**src/rtl/avlmm_arb2.sv**
```systemverilog
// avlmm_arb2: two-master round-robin arbiter in front of one
// Avalon-MM register slave with fixed read latency of one cycle.
module avlmm_arb2 #(
  parameter int WORD_WIDTH = 32,
  parameter int ADDR_WIDTH = 4
) (
  input  logic                  clk,
  input  logic                  rst_n,
  input  logic                  m0_read,
  input  logic                  m0_write,
  input  logic [ADDR_WIDTH-1:0] m0_address,
  input  logic [WORD_WIDTH-1:0] m0_writedata,
  output logic                  m0_waitrequest,
  output logic [WORD_WIDTH-1:0] m0_readdata,
  output logic                  m0_readdatavalid,
  input  logic                  m1_read,
  input  logic                  m1_write,
  input  logic [ADDR_WIDTH-1:0] m1_address,
  input  logic [WORD_WIDTH-1:0] m1_writedata,
  output logic                  m1_waitrequest,
  output logic [WORD_WIDTH-1:0] m1_readdata,
  output logic                  m1_readdatavalid,
  output logic                  s_read,
  output logic                  s_write,
  output logic [ADDR_WIDTH-1:0] s_address,
  output logic [WORD_WIDTH-1:0] s_writedata,
  input  logic [WORD_WIDTH-1:0] s_readdata,
  input  logic                  s_waitrequest
);

  logic run;
  logic prio;
  logic rd_pend;
  logic rd_own;
  logic req0;
  logic req1;
  logic gnt0;
  logic gnt1;
  logic acc;

  // Requests are masked until the first clock after reset release.
  always_comb begin
    req0 = run & (m0_read | m0_write);
    req1 = run & (m1_read | m1_write);
    gnt0 = req0 & (~req1 | ~prio);
    gnt1 = req1 & (~req0 | prio);
  end

  // Forward the granted command; read+write collapses to a write.
  always_comb begin
    s_read      = 1'b0;
    s_write     = 1'b0;
    s_address   = m0_address;
    s_writedata = m0_writedata;
    unique case (1'b1)
      gnt0: begin
        s_read  = m0_read & ~m0_write;
        s_write = m0_write;
      end
      gnt1: begin
        s_read      = m1_read & ~m1_write;
        s_write     = m1_write;
        s_address   = m1_address;
        s_writedata = m1_writedata;
      end
      default: ;
    endcase
  end

  // Stall everyone but the granted master; tag returning read data.
  always_comb begin
    acc              = (s_read | s_write) & ~s_waitrequest;
    m0_waitrequest   = gnt0 ? s_waitrequest : 1'b1;
    m1_waitrequest   = gnt1 ? s_waitrequest : 1'b1;
    m0_readdata      = s_readdata;
    m1_readdata      = s_readdata;
    m0_readdatavalid = run & rd_pend & ~rd_own;
    m1_readdatavalid = run & rd_pend & rd_own;
  end

  // Run flag gates all handshakes while reset is or was just active.
  always_ff @(posedge clk or negedge rst_n) begin
    if (!rst_n) run <= 1'b0;
    else        run <= 1'b1;
  end

  // Hand preference to the other master after every accepted command.
  always_ff @(posedge clk or negedge rst_n) begin
    if (!rst_n)   prio <= 1'b0;
    else if (acc) prio <= gnt0;
  end

  // Remember who owns the read data arriving next cycle.
  always_ff @(posedge clk or negedge rst_n) begin
    if (!rst_n) begin
      rd_pend <= 1'b0;
      rd_own  <= 1'b0;
    end else begin
      rd_pend <= acc & s_read;
      if (acc & s_read) rd_own <= gnt1;
    end
  end

endmodule

```
**config.mk**
```make
export PLATFORM = sky130hd
export DESIGN_NAME = avlmm_arb2
export DESIGN_NICKNAME = d
export VERILOG_FILES = /design/src/rtl/avlmm_arb2.sv
export SDC_FILE = /design/constraint.sdc
export NUM_CORES = 1
export LEC_CHECK = 0
export CAP_MARGIN = 40
export CORE_AREA = 2 2 84 86
export DETAILED_ROUTE_END_ITERATION = 8
export DIE_AREA = 0 0 86 88
export PLACE_DENSITY = 0.79
export SYNTH_ARGS = -nofsm -noshare
export SYNTH_HDL_FRONTEND = slang
export SYNTH_SLANG_ARGS = --single-unit
```
**constraint.sdc**
```tcl
create_clock -name clk -period 3.4 [get_ports clk]
set_input_delay 0.51 -clock clk [delete_from_list [all_inputs] [get_ports clk]]
set_output_delay 0.51 -clock clk [all_outputs]
set_load 0.005 [all_outputs]
```
[Word level (Yosys, flattened, before mapping)]
Index checks and enable logic that the tools add are counted.
Word-level totals
  register bits after elaboration: 4
  input bits: 111
  output and inout port bits: 106
  word-level logic and storage cells: 33
Operators by class
  mux-type cells: 6
  bitwise operators: 23
Operators with widths (number)
  $mux 32: 1
  $and 1x1->1: 11
  $not 1->1: 7
  $or 1x1->1: 5
  $mux 4: 1
  $pmux 1 s2: 2
  $mux 1: 2

[Longest topological paths before layout]
  word-level depth: 9
  depth in mapped cells: 5
  mapped depth without buffers: 4

[Worst setup path before layout]
Ideal clock, no wire load.
  kind: input to output
  from: input m0_read
  to: output s_writedata[15]
  arrival: 1.335 ns
  required time: 2.890 ns
  path slack: 1.555 ns
  cell stages on the path: 5
  path buffers: 2
  path through: nor2_2 o221ai_2 buf_6 buf_8 mux2_4
On the way
  word-level cells in the longest chain between the ends: 6
Ends and longest elaborated chain
  start, declared: RTL line 9  | input logic m0_read,
  $or 1x1->1: RTL line 43  | req0 = run & (m0_read | m0_write);
  $and 1x1->1: RTL line 43
  $not 1->1: RTL line 46  | gnt1 = req1 & (~req0 | prio);
  $or 1x1->1: RTL line 46
  $and 1x1->1: RTL line 46
  $mux 32: RTL line 55  | unique case (1'b1)
  end, declared: RTL line 26  | output logic [WORD_WIDTH-1:0] s_writedata,
Every way passes these cells.

[Worst setup path in the final report]
  from: input m1_write
  to: output s_writedata[5]
On the way
  word-level cells in the longest chain between the ends: 4
Ends and longest elaborated chain
  start, declared: RTL line 17  | input logic m1_write,
  $or 1x1->1: RTL line 44  | req1 = run & (m1_read | m1_write);
  $and 1x1->1: RTL line 44
  $and 1x1->1: RTL line 46
  $mux 32: RTL line 55
Every way passes these cells.

==> run summary <==
run status: finished clean
fillers: 668
GRT Residual Overflow: 0
Period minus WS final: 3.01 ns
FF+latch area: 100 sq um
PortBufs: 120
Primary FF master, synth: dfrtp_1
die area: 7570 sq um
Syn Area/Cell: 9.55 sq um
worst IR drop on VDD: 250 uV
max incr delay on CP: 0.54 ns
fin nets: 302
worst-case clock buffer depth: 2
clock root cell: clkbuf_8
die width: 86 microns
met3 wire length: 680 microns
Synthesis Warnings: 0
Min Hold Slack: 0.507 ns
# resized after CTS: 0
Area Growth Syn to Fin: 66.6%
class of the tightest hold or removal check: in2async
Clock Latency Late Sink: 0.21 ns
CP cell instances: clkdlybuf4s50_1, o221ai_4, buf_4, mux2_2, clkdlybuf4s50_1
top post-synthesis cells by area: buf_4 39%, mux2_4 23%, mux2_2 15%, dfrtp_1 7.9%, buf_8 2.4%
Int Pwr: 0.392 mW
Required @ worst endpoint: 2.89 ns
Max-Cap Viols: 0
Clock Sink Count: 4
final total power: 0.532 mW
P_sw: 0.141 mW
most common library cells after synthesis: 65 x buf_4, 19 x mux2_4, 17 x mux2_2
synthesized flop and latch total: 4
Placed Cells: 266
via count: 1121
row cnt: 30
Setup Skew: 0.00114 ns
Final GP Congestion: 0.920
multi-input gate area in the final layout: 628 sq um
top-area cell type share of the netlist area: 38.7%
Num CTS Buffers: 3
wl on met1: 1.17 mm
setup repair bufs after CTS: 0
final worst path period share: 88.6%
critical path depth: 5
Net Sw Frac: 26.4%
Worst Reg-to-Reg Cells: 4
Worst path most repeated cell: clkdlybuf4s50_1
total core area: 6640 sq um
total negative setup slack: 0 ns
first-pass GRT wire length: 5.62 mm
wire length per cell: 14.6 microns
non-filler cells in the finished layout: 269
fraction of layout cells with a size suffix above 1: 22.8%
final setup violating endpoints: 0
Total Routing Usage GR: 9.45%
DRT Wirelength: 3.94 mm
WL met2: 1.96 mm
sequential power share: 13.0%
highest metal used: met4
Post-Synthesis Cells: 132
H-tree depth: 1
CP max-delay cell: clkdlybuf4s50_1
asr flop ratio synth: 100%
Pre-antenna DRT Iters: 4
max-slew violations: 0
startpoint types: primary input
Static Leak: 0.869 nW
number of synthesized flops with an enable pin: 0
initial antenna violation count: 0
CP Buf/Inv Count: 3
worst-path maximum fanout: 24
CTS tree: built
Netlist Area Pre-Place: 1260 sq um
Setup CP Type: in2out
critical path arrival: 2.50 ns
Final ANT Viol Nets: 0
CTS clock-pin slew for the worst setup and hold paths: 0.03 ns
Synth area leader: buf_4
cell family with most CP delay: buffers and inverters
Final Hold Fails: 0
vias in the first global route: 1174
I/O Pins: 217
clock network fraction of design power: 18.3%
CTS Hold Bufs: 0
fmax: 0.332 GHz
Post-Syn Nets: 243
setup ws final: 0.388 ns
RSZ-0062 raised after global routing: no
PwrDens: 253 nW/um^2
Remaining DRCs: 0
most common cell in the netlist: buf_4
pin count of the biggest net entering global routing: 25
die height: 88 microns
DP HPWL: 3.48 mm
combinational fraction of design power: 68.8%
worst slack at placement: 0.379 ns
Critical Path End Type: primary output
initial core utilization: 19.0%
Seq/Total Area, Yosys: 7.94%
Ant. Diodes: 0
DRT iter0 DRCs: 13
DR vias/cell: 4.17
synth unique cells: 22
[path summary, 6_finish.rpt]
check                           startpoint              to  slack [ns]
worst max register to register        prio          rd_own        1.98
worst min-delay path                 rst_n            prio        0.51
min in group clk                    rd_own          rd_own        0.56
worst min register to register      rd_own          rd_own        0.56
worst max-delay path              m1_write  s_writedata[5]        0.39
max in group asynchronous            rst_n          rd_own        2.72
[flip-flops by register name, summed over array words and instances, names as in the netlist]
| register | count |
|---|---|
| rd_pend | 1 |
| run | 1 |
| rd_own | 1 |
| prio | 1 |
[cell type report]
class                           instances  area share [%]
Multi-Input combinational cell         56            29.9
Inverter                                4           0.715
Sequential cell                         4            4.76
Timing Repair Buffer                  122            57.9
Clock buffer                            3            1.97
Tap cell                               80            4.76
[cells by family (layout without fill, tap and decap cells)]
family	after synthesis	count (layout)	share of synthesized area (%)
multiplexers	37	37	38.6
buffers and inverters	72	129	43.2
AND/OR/NAND/NOR	9	9	3.87
AO/OA/AOI/OAI	9	9	6.15
flip-flops	4	4	7.94
other	1	1	0.297
[cell usage in the layout (no fill, tap or decap)]
cell / netlist / layout
o221ai_4: 0 / 1
nor2_1: 2 / 2
conb_1: 1 / 1
o311a_1: 2 / 2
nand4b_1: 1 / 1
o21a_1: 1 / 1
a21o_1: 1 / 1
clkdlybuf4s50_1: 0 / 120
dfrtp_1: 4 / 4
buf_4: 65 / 2
o21ai_0: 1 / 1
mux2i_1: 1 / 1
nand2b_1: 3 / 3
o211a_1: 1 / 1
inv_1: 4 / 4
mux2_2: 17 / 17
clkbuf_8: 0 / 3
mux2_4: 19 / 19
a21oi_1: 1 / 1
nand2_1: 2 / 2
a211oi_1: 1 / 1
nor2_2: 1 / 1
[power groups by stage]
stage / clock (mW) / combinational, mW / sequential [mW]
2_1_floorplan: 0 / 0.217 / 0.0647
3_3_place_gp: 0 / 0.366 / 0.0684
3_5_place_dp: 0 / 0.370 / 0.0688
4_1_cts: 0.0974 / 0.372 / 0.0684
5_1_grt: 0.0997 / 0.391 / 0.0701
6_report: 0.0972 / 0.366 / 0.0691
[per-layer routing]
metal / track usage (%) / up-vias
li1: - / 496
met1: 7.91 / 489
met3: 5.18 / 18
met5: 0 / -
met4: 3.75 / 0
met2: 18.4 / 118
[per-stage QoR]
step	utilization (%)	instance area, sq um
detailed placement	31.0	2060
global placement	31.0	2060
floorplan	-	1260
CTS	31.6	2100
finish	31.6	2100
global route	31.6	2100
(Power assumes the default switching activity.)
